### src/rtl/time_set_ctrl.sv
// time_set_ctrl: walks the user through the set fields of the alarm clock and
// turns up/down button activity into single-cycle count enables for the
// selected field counter, with press-and-hold auto-repeat, idle return to RUN
// and a blink indication for the field being adjusted.
module time_set_ctrl #(
  parameter int unsigned HOLD_DELAY    = 500,
  parameter int unsigned REPEAT_PERIOD = 100,
  parameter int unsigned IDLE_TIMEOUT  = 10000,
  parameter int unsigned BLINK_HALF    = 250,
  parameter int unsigned CNT_W         = 14
) (
  input  logic       clk,
  input  logic       rst,
  input  logic       btn_mode,
  input  logic       btn_up,
  input  logic       btn_down,
  output logic [3:0] sel,
  output logic       c,
  output logic       cu,
  output logic       cd,
  output logic       setting,
  output logic       blink
);

  typedef enum logic [2:0] {
    RUN   = 3'd0,
    T_HR  = 3'd1,
    T_MIN = 3'd2,
    A_HR  = 3'd3,
    A_MIN = 3'd4
  } state_t;

  state_t state, state_nx;

  // Previous button samples for edge detection
  logic mode_q, up_q, dn_q;

  // Hold/auto-repeat tracking
  logic             hold_act, hold_act_nx;
  logic             hold_up, hold_up_nx;
  logic             hold_rep, hold_rep_nx;
  logic [CNT_W-1:0] hold_cnt, hold_cnt_nx;

  logic [CNT_W-1:0] idle_cnt, idle_cnt_nx;
  logic [CNT_W-1:0] blink_cnt, blink_cnt_nx;

  logic [3:0] sel_nx;
  logic       c_nx, cu_nx, cd_nx, setting_nx, blink_nx;

  logic in_set, any_btn, mode_edge, up_only, dn_only, up_edge, dn_edge;
  logic hold_same, hold_hit, step, idle_expire;
  logic [CNT_W-1:0] hold_limit;

  // Decoded button conditions shared by next-state and output logic
  always_comb begin
    in_set      = (state != RUN);
    any_btn     = btn_mode | btn_up | btn_down;
    mode_edge   = btn_mode & ~mode_q;
    up_only     = btn_up & ~btn_down;
    dn_only     = btn_down & ~btn_up;
    up_edge     = up_only & ~up_q;
    dn_edge     = dn_only & ~dn_q;
    hold_same   = hold_up ? up_only : dn_only;
    hold_limit  = hold_rep ? CNT_W'(REPEAT_PERIOD) : CNT_W'(HOLD_DELAY);
    hold_hit    = hold_act & hold_same & (hold_cnt == hold_limit);
    // A mode edge always wins over a step in the same cycle
    step        = in_set & ~mode_edge & (up_edge | dn_edge | hold_hit);
    idle_expire = in_set & ~any_btn & (idle_cnt == CNT_W'(IDLE_TIMEOUT - 1));
  end

  // State register
  always_ff @(posedge clk or posedge rst) begin
    if (rst) begin
      state <= RUN;
    end else begin
      state <= state_nx;
    end
  end

  // Next state: mode edge advances through the fields, idle returns to RUN
  always_comb begin
    state_nx = state;
    if (mode_edge) begin
      case (state)
        RUN:     state_nx = T_HR;
        T_HR:    state_nx = T_MIN;
        T_MIN:   state_nx = A_HR;
        A_HR:    state_nx = A_MIN;
        A_MIN:   state_nx = RUN;
        default: state_nx = RUN;
      endcase
    end else if (idle_expire) begin
      state_nx = RUN;
    end
  end

  // Next values of registered outputs, hold, idle and blink timers
  always_comb begin
    hold_act_nx  = 1'b0;
    hold_up_nx   = hold_up;
    hold_rep_nx  = 1'b0;
    hold_cnt_nx  = '0;
    idle_cnt_nx  = '0;
    blink_cnt_nx = '0;
    blink_nx     = 1'b0;
    sel_nx       = 4'b0000;

    c_nx       = step;
    cu_nx      = step & up_only;
    cd_nx      = step & dn_only;
    setting_nx = (state_nx != RUN);

    case (state_nx)
      T_HR:    sel_nx = 4'b0001;
      T_MIN:   sel_nx = 4'b0010;
      A_HR:    sel_nx = 4'b0100;
      A_MIN:   sel_nx = 4'b1000;
      default: sel_nx = 4'b0000;
    endcase

    // Hold timer: armed by a fresh single-button press, dropped on anything else
    if (in_set && !mode_edge) begin
      if (up_edge || dn_edge) begin
        hold_act_nx = 1'b1;
        hold_up_nx  = up_only;
        hold_cnt_nx = CNT_W'(1);
      end else if (hold_act && hold_same) begin
        hold_act_nx = 1'b1;
        if (hold_hit) begin
          hold_rep_nx = 1'b1;
          hold_cnt_nx = CNT_W'(1);
        end else begin
          hold_rep_nx = hold_rep;
          hold_cnt_nx = hold_cnt + CNT_W'(1);
        end
      end
    end

    // Idle timer counts button-free cycles in set states only
    if (in_set && !any_btn && !idle_expire) begin
      idle_cnt_nx = idle_cnt + CNT_W'(1);
    end

    // Blink restarts high on entry and after each step, then toggles
    if (state_nx != state) begin
      blink_nx = (state_nx != RUN);
    end else if (in_set) begin
      if (step) begin
        blink_nx = 1'b1;
      end else if (blink_cnt == CNT_W'(BLINK_HALF - 1)) begin
        blink_nx = ~blink;
      end else begin
        blink_nx     = blink;
        blink_cnt_nx = blink_cnt + CNT_W'(1);
      end
    end
  end

  // Output and datapath registers
  always_ff @(posedge clk or posedge rst) begin
    if (rst) begin
      mode_q    <= 1'b0;
      up_q      <= 1'b0;
      dn_q      <= 1'b0;
      hold_act  <= 1'b0;
      hold_up   <= 1'b0;
      hold_rep  <= 1'b0;
      hold_cnt  <= '0;
      idle_cnt  <= '0;
      blink_cnt <= '0;
      sel       <= 4'b0000;
      c         <= 1'b0;
      cu        <= 1'b0;
      cd        <= 1'b0;
      setting   <= 1'b0;
      blink     <= 1'b0;
    end else begin
      mode_q    <= btn_mode;
      up_q      <= btn_up;
      dn_q      <= btn_down;
      hold_act  <= hold_act_nx;
      hold_up   <= hold_up_nx;
      hold_rep  <= hold_rep_nx;
      hold_cnt  <= hold_cnt_nx;
      idle_cnt  <= idle_cnt_nx;
      blink_cnt <= blink_cnt_nx;
      sel       <= sel_nx;
      c         <= c_nx;
      cu        <= cu_nx;
      cd        <= cd_nx;
      setting   <= setting_nx;
      blink     <= blink_nx;
    end
  end

endmodule

### config.mk
export PLATFORM = sky130hd
export DESIGN_NAME = time_set_ctrl
export DESIGN_NICKNAME = d
export VERILOG_FILES = /design/src/rtl/time_set_ctrl.sv
export SDC_FILE = /design/constraint.sdc
export NUM_CORES = 1
export LEC_CHECK = 0
export BUFFER_PORTS_ARGS = -buffer_cell sky130_fd_sc_hd__buf_2
export CORE_AREA = 3 3 74 76
export CTS_BUF_LIST = sky130_fd_sc_hd__clkbuf_2
export DETAILED_ROUTE_END_ITERATION = 12
export DIE_AREA = 0 0 77 79
export PLACE_DENSITY = 0.74
export SETUP_SLACK_MARGIN = 0.2
export SYNTH_ARGS = -nofsm -noshare
export SYNTH_HDL_FRONTEND = slang
export SYNTH_SLANG_ARGS = --single-unit
### constraint.sdc
create_clock -name clk -period 4.85 [get_ports clk]
set_input_delay 0.97 -clock clk [delete_from_list [all_inputs] [get_ports clk]]
set_output_delay 0.97 -clock clk [all_outputs]
set_load 0.005 [all_outputs]
==> results.yml, run 1 <==
timing:
  grt_setup_unrepaired: "no"
  period_needed_ps: 2281
  setup-tns-final_ps: 0
  timing.final.ws_setup_ps: 2569
  achievable-frequency_ghz: 0.4384
  worst_hold_slack_ps: 490.9
  timing_max_transition_violations_final: 0
  final_min_period_over_clock_period: 0.4703
  finalSetupViolCount: 0
  timing.final.hold_violations: 0
  fin_skew_ps: 23.11
  worstMarginPinSlew_ps: 715.2
  timing.max_slew.rel_slack: 0.5232
layout:
  area.growth.synth_to_final_pct: 8.289
  layout-drive-gt1-share: 0.1279
  final_cell_area_um2: 3024
  n_antenna_cell: 0
  nets: 302
  final-instance-count-excl-fill: 364
  finalCoreUtilization: 0.6319
power:
  p_int_mw: 0.7227
  power_leakage_nw: 1.323
  power.share.sequential: 0.570
  vdd_drop_max_uv: 260.5
  clockPowerShare: 0.285
  sw_frac_of_total: 0.2919
  net-switching-power_mw: 0.2980
  power_per_cell_area_nw_per_um2: 337.5
  design_power_total_mw: 1.021
  gate_power_share: 0.145
placed_design:
  place.detailed.instances: 348
  placement.setup.worst_slack_ps: 2135
  dpl_cell_area_um2: 2919
  dp.final_hpwl_um: 3213
  routability_congestion: 0.8114
  portBuffers: 13
grt:
  grt_use_met2: 0.3014
  grt_overflow_total: 0
  gr-max-usage-layer: "met2"
  use_met1: 0.2142
  grt_pass1_vias: 1912
  globalRouteTotalUtil: 0.1791
  grt_antenna_before_repair: 0
  pin_count_of_the_biggest_net_entering_global_routing: 61
  grt_pass1_wl_um: 8459
  met3_capacity_usage_during_global_routing: 0.05215
worst_setup_path:
  crit_path_category: "reg2reg"
  critPathCaptureType: "flip-flop"
  cp_data_required_time_ps: 5180
  timing.critical_path.from_type: "flip-flop"
  wp_data_arrival_ps: 2610
  largest_fanout_of_any_net_on_the_critical_path: 13
synth:
  yosys.cell_types.count: 41
  number_of_enable_flip_flop_cells_after_synthesis: 0
  netlist.area_leader.share: 0.5376
  yosys.area.top_type: "sky130_fd_sc_hd__dfrtp_1"
  synthMostInstantiatedCell: "sky130_fd_sc_hd__nor2_1"
  yosysWarnings: 0
  synth_common_cells: "sky130_fd_sc_hd__nor2_1, sky130_fd_sc_hd__dfrtp_1, sky130_fd_sc_hd__nand2_1"
  proportion_of_synthesized_flip_flops_having_asynchronous_set_or_reset: 1.000
  syn_inst: 272
  synthTopCellsByArea: "sky130_fd_sc_hd__dfrtp_1, sky130_fd_sc_hd__nor2_1, sky130_fd_sc_hd__xor2_1"
  net_count_after_synthesis: 282
  synth-seq-cells: 60
  syn_avg_cell_area_um2: 10.27
  netlist_area_um2: 2793
  proportion_of_synthesized_chip_area_in_sequential_cells: 0.5376
  ys_dominant_reg_cell: "sky130_fd_sc_hd__dfrtp_1"
routing:
  detail_routed_via_count_per_cell: 5.275
  detailedRoute.firstIterationViolations: 115
  vias: 1920
  drcViolationCount: 0
  drt_wl_total_um: 4681
  dr.pass1.iters: 4
  antenna_violating_nets_left: 0
  wl_per_cell_um: 12.86
floorplanning:
  floorplan.rows: 25
  die_h_um: 79
  start_util: 0.5835
  core_um2: 4786
  die-area_um2: 6083
  top_level_ports: 14
  die_width_um: 77
worst_hold_path:
  holdCritPathClass: "reg2reg"
clock_tree:
  cts.hold.buffers_added: 0
  cts-root-to-sink-buffers: 2
  cts_num_sinks: 60
  ctsRootBufferMaster: "sky130_fd_sc_hd__clkbuf_2"
  cts_resized: 0
  tritoncts: "yes"
  cts.repair_timing.setup_buffer_count: 0
  cts_inserted_buffers: 9
  cts_htree_levels: 3
  clkSlewWorstSetupHoldPaths_ps: 170
  clock_insertion_delay_at_the_later_pin_of_the_skew_report_ps: 460
flow_run:
  maxCapViolations: 0
outcome:
  outcome: "complete, no violations"
-- power groups by stage --
stage,clock (mW),combinational [mW],sequential [mW]
4_1_cts,0.304,0.153,0.581
6_report,0.290,0.148,0.582
3_3_place_gp,0,0.148,0.590
2_1_floorplan,0,0.121,0.577
3_5_place_dp,0,0.150,0.591
5_1_grt,0.325,0.169,0.589
-- logic make-up (layout without fill, tap and decap cells) --
kind of cell             count (synthesis)  in the layout  share of synthesized area
buffers and inverters                   13             38                    0.02151
adder cells (fa/ha/maj)                  5              5                    0.02240
multiplexers                             1              1                   0.004032
XOR/XNOR                                37             37                     0.1160
flip-flops                              60             60                     0.5376
AO/OA/AOI/OAI                           16             16                    0.04480
AND/OR/NAND/NOR                        140            140                     0.2536
-- layout make-up --
| type | count | area [um^2] |
|---|---|---|
| fillers | 401 | 1762 |
| inverters | 8 | 30.03 |
| clock inverters | 6 | 55.05 |
| flip-flops and latches | 60 | 1501 |
| clock buffers | 10 | 50.05 |
| multi-input cells | 199 | 1231 |
| well taps | 67 | 83.83 |
| repair buffers | 14 | 72.57 |
-- flip-flops by register name, summed over array words and instances (netlist names) --
name       cells
hold_cnt      14
state          3
hold_rep       1
c              1
setting        1
mode_q         1
blink          1
idle_cnt      14
dn_q           1
hold_act       1
blink_cnt     14
cu             1
up_q           1
sel            4
cd             1
hold_up        1
-- cell usage in the layout, fill, tap and decap left out, types with 2 or more instances in the layout --
cell                       instances
sky130_fd_sc_hd__nor2_1           62
sky130_fd_sc_hd__nand2_1          21
sky130_fd_sc_hd__dfrtp_1          60
sky130_fd_sc_hd__buf_2            13
sky130_fd_sc_hd__or4b_1            3
sky130_fd_sc_hd__nand3b_1          2
sky130_fd_sc_hd__nand4_1           4
sky130_fd_sc_hd__clkinv_1          2
sky130_fd_sc_hd__o22ai_1           2
sky130_fd_sc_hd__ha_1              5
sky130_fd_sc_hd__nand3_1          14
sky130_fd_sc_hd__nor3_1            6
sky130_fd_sc_hd__o31ai_1           2
sky130_fd_sc_hd__xor2_1           19
sky130_fd_sc_hd__clkinv_2          2
sky130_fd_sc_hd__and3_1            8
sky130_fd_sc_hd__xnor2_1          18
sky130_fd_sc_hd__a21boi_1          2
sky130_fd_sc_hd__nand2b_1          5
sky130_fd_sc_hd__clkbuf_2         10
sky130_fd_sc_hd__inv_1             7
sky130_fd_sc_hd__a21oi_1           5
sky130_fd_sc_hd__and4_1            2
-- final timing paths --
path                        startpoint           to  slack, ps  depth (start not counted)
min in group asynchronous          rst  idle_cnt[0]        680                          3
hold reg to reg            idle_cnt[0]  idle_cnt[0]        490                          1
setup / recovery           hold_cnt[0]  hold_cnt[8]       2570                          6
hold / removal             idle_cnt[0]  idle_cnt[0]        490                          1
setup reg to reg           hold_cnt[0]  hold_cnt[8]       2570                          6
max in group asynchronous          rst  hold_cnt[4]       3700                          3
-- layer usage --
metal / wire [um] / vias up
met5: 0 / -
met4: 51 / 0
met1: 2127 / 933
li1: - / 954
met3: 186 / 5
met2: 2316 / 28
-- critical path, stage by stage, from the launching register on --
cell and delay, ps:
sky130_fd_sc_hd__dfrtp_1 440, sky130_fd_sc_hd__inv_1 100, sky130_fd_sc_hd__ha_1 160, sky130_fd_sc_hd__or4b_1 500
sky130_fd_sc_hd__a2111oi_4 390, sky130_fd_sc_hd__or2_1 440, sky130_fd_sc_hd__nor2_1 120
Power figures use the tool's default switching activity.
==> run 2, diff against run 1 <==
--- a/config.mk
+++ b/config.mk
@@ -10,7 +10,7 @@
 export CTS_BUF_LIST = sky130_fd_sc_hd__clkbuf_2
 export DETAILED_ROUTE_END_ITERATION = 12
 export DIE_AREA = 0 0 77 79
-export PLACE_DENSITY = 0.74
+export PLACE_DENSITY = 0.77
 export SETUP_SLACK_MARGIN = 0.2
 export SYNTH_ARGS = -nofsm -noshare
 export SYNTH_HDL_FRONTEND = slang
==> constraint.sdc (replaced) <==
create_clock -name clk -period 1.9 [get_ports clk]
set_input_delay 0.38 -clock clk [delete_from_list [all_inputs] [get_ports clk]]
set_output_delay 0.38 -clock clk [all_outputs]
set_load 0.005 [all_outputs]
==> results.yml, run 2 (same netlist as run 1, synthesis figures left out) <==
outcome:
  outcome: "finished, violations left"
  failed_checks: "negative setup slack"
routing:
  detailedRoute.firstIterationViolations: 111
  wl_per_cell_um: 13.09
  dr.pass1.iters: 4
  drt_wl_total_um: 5236
  vias: 2018
  detail_routed_via_count_per_cell: 5.045
  drcViolationCount: 0
  antenna_violating_nets_left: 0
grt:
  grt_pass1_vias: 2025
  pin_count_of_the_biggest_net_entering_global_routing: 61
  grt_overflow_total: 0
  globalRouteTotalUtil: 0.1968
  grt_antenna_before_repair: 0
  grt_pass1_wl_um: 9114
placed_design:
  portBuffers: 13
  dp.final_hpwl_um: 3380
  placement.setup.worst_slack_ps: -38.86
  routability_congestion: 0.8384
timing:
  setup-tns-final_ps: -3.383
  timing.final.ws_setup_ps: -3.383
  timing.final.hold_violations: 0
  finalSetupViolCount: 1
  fin_skew_ps: 24.81
  final_min_period_over_clock_period: 1.002
  grt_setup_unrepaired: "yes"
  achievable-frequency_ghz: 0.5254
  timing_max_transition_violations_final: 0
  timing.max_slew.rel_slack: 0.7653
  worstMarginPinSlew_ps: 352.1
  period_needed_ps: 1903
power:
  p_int_mw: 1.944
  clockPowerShare: 0.270
  vdd_drop_max_uv: 763.1
  gate_power_share: 0.199
  sw_frac_of_total: 0.2940
  power_leakage_nw: 1.512
  power.share.sequential: 0.531
  net-switching-power_mw: 0.8095
  power_per_cell_area_nw_per_um2: 805.2
floorplanning:
  core_um2: 4786
  start_util: 0.5835
  die-area_um2: 6083
  top_level_ports: 14
  die_h_um: 79
  die_width_um: 77
  floorplan.rows: 25
worst_setup_path:
  crit_path_category: "reg2reg"
  worst_r2r_end: "hold_cnt[12]"
  cp_data_required_time_ps: 2260
  timing.critical_path.from_type: "flip-flop"
  largest_fanout_of_any_net_on_the_critical_path: 10
  critPathCaptureType: "flip-flop"
  r2r_slack_ps: -3
  timing.critical_path.to: "hold_cnt[12]"
  wp_data_arrival_ps: 2260
  timing.critical_path.from: "hold_cnt[0]"
  worst_r2r_startpoint: "hold_cnt[0]"
  r2r.worst_path.cells: 7
worst_hold_path:
  hp-start: "btn_up"
  holdCritPathClass: "in2reg"
clock_tree:
  cts_htree_levels: 3
  clock_insertion_delay_at_the_later_pin_of_the_skew_report_ps: 470
  clkSlewWorstSetupHoldPaths_ps: 170
  ctsRootBufferMaster: "sky130_fd_sc_hd__clkbuf_2"
  cts_inserted_buffers: 9
  cts_num_sinks: 60
  cts-root-to-sink-buffers: 2
  tritoncts: "yes"
layout:
  layout-drive-gt1-share: 0.2733
  n_antenna_cell: 0
  most-common-layout-cells: "sky130_fd_sc_hd__nor2_1, sky130_fd_sc_hd__dfrtp_1, sky130_fd_sc_hd__buf_4"
  leading_registers_by_flop_count: "blink_cnt: 14 flops, hold_cnt: 14 flops, idle_cnt: 14 flops"
  nets: 338
  nFillCells: 349
  area.growth.synth_to_final_pct: 22.45
  combined_area_of_the_multi_input_logic_cells_um2: 1320
  sequential_cell_area_um2: 1504
  mostFrequentLayoutCell: "sky130_fd_sc_hd__nor2_1"
flow_run:
  maxCapViolations: 0
## run 2: worst max-delay path, cell delays in order, from the launching register on
cell,delay (ps)
sky130_fd_sc_hd__dfrtp_1,420
sky130_fd_sc_hd__inv_2,80
sky130_fd_sc_hd__ha_4,120
sky130_fd_sc_hd__or4b_4,460
sky130_fd_sc_hd__a2111oi_4,290
sky130_fd_sc_hd__or2_1,220
sky130_fd_sc_hd__buf_12,140
sky130_fd_sc_hd__nor2_1,40
## run 2: cell type report
| type | count | share of cell area |
|---|---|---|
| clock buffers | 10 | 0.01464 |
| inverters | 8 | 0.009879 |
| multi-input cells | 199 | 0.3860 |
| well taps | 67 | 0.02452 |
| repair buffers | 50 | 0.1090 |
| flip-flops and latches | 60 | 0.4398 |
| clock inverters | 6 | 0.01610 |
## run 2: power groups by stage
stage	logic [mW]	registers (mW)	clock network [mW]
after floorplan	0.311	1.47	0
after global placement	0.494	1.47	0
after detailed placement	0.499	1.48	0
after CTS	0.530	1.45	0.775
after global routing	0.613	1.48	0.839
final	0.549	1.46	0.744
## run 2: timing repair
item                                   in CTS  in global routing
pin swaps                                   2                  3
endpoints found under the hold margin      61                  0
buffers inserted                            3                  3
cloned                                      0                  0
resized for setup                          11                 12
hold buffers                                2                  0
setup endpoints to repair                  51                 39
## run 2: worst min-delay path by stage
stage | endpoint | cells past startpoint | slack [ps]
final | up_q | 2 | 120
after global routing | up_q | 2 | 40
after CTS | up_q | 2 | 70
after detailed placement | idle_cnt[0] | 1 | 480
after global placement | idle_cnt[0] | 1 | 470
after floorplan | dn_q | 0 | 410
## run 2: per-stage QoR
stage          hold slack, ps  utilization  power, mW  std cells  cell area, um^2
2_1_floorplan           411.4            -      1.785        272             2804
3_3_place_gp            469.1       0.6607      1.969        376             3162
3_5_place_dp            479.2       0.6607      1.975        376             3162
4_1_cts                 68.94       0.7007      2.757        397             3353
5_1_grt                 40.54       0.7145      2.929        400             3420
6_report                117.0       0.7145      2.754        400             3420
## run 2: layer usage
metal	global-route usage	vias up	part of all wire	wire length, um
met5	0	-	0	0
met3	0.08163	6	0.037	194
met4	0.06406	0	0.0080	42
met2	0.3293	36	0.51	2654
li1	-	1018	-	-
met1	0.2313	958	0.45	2345
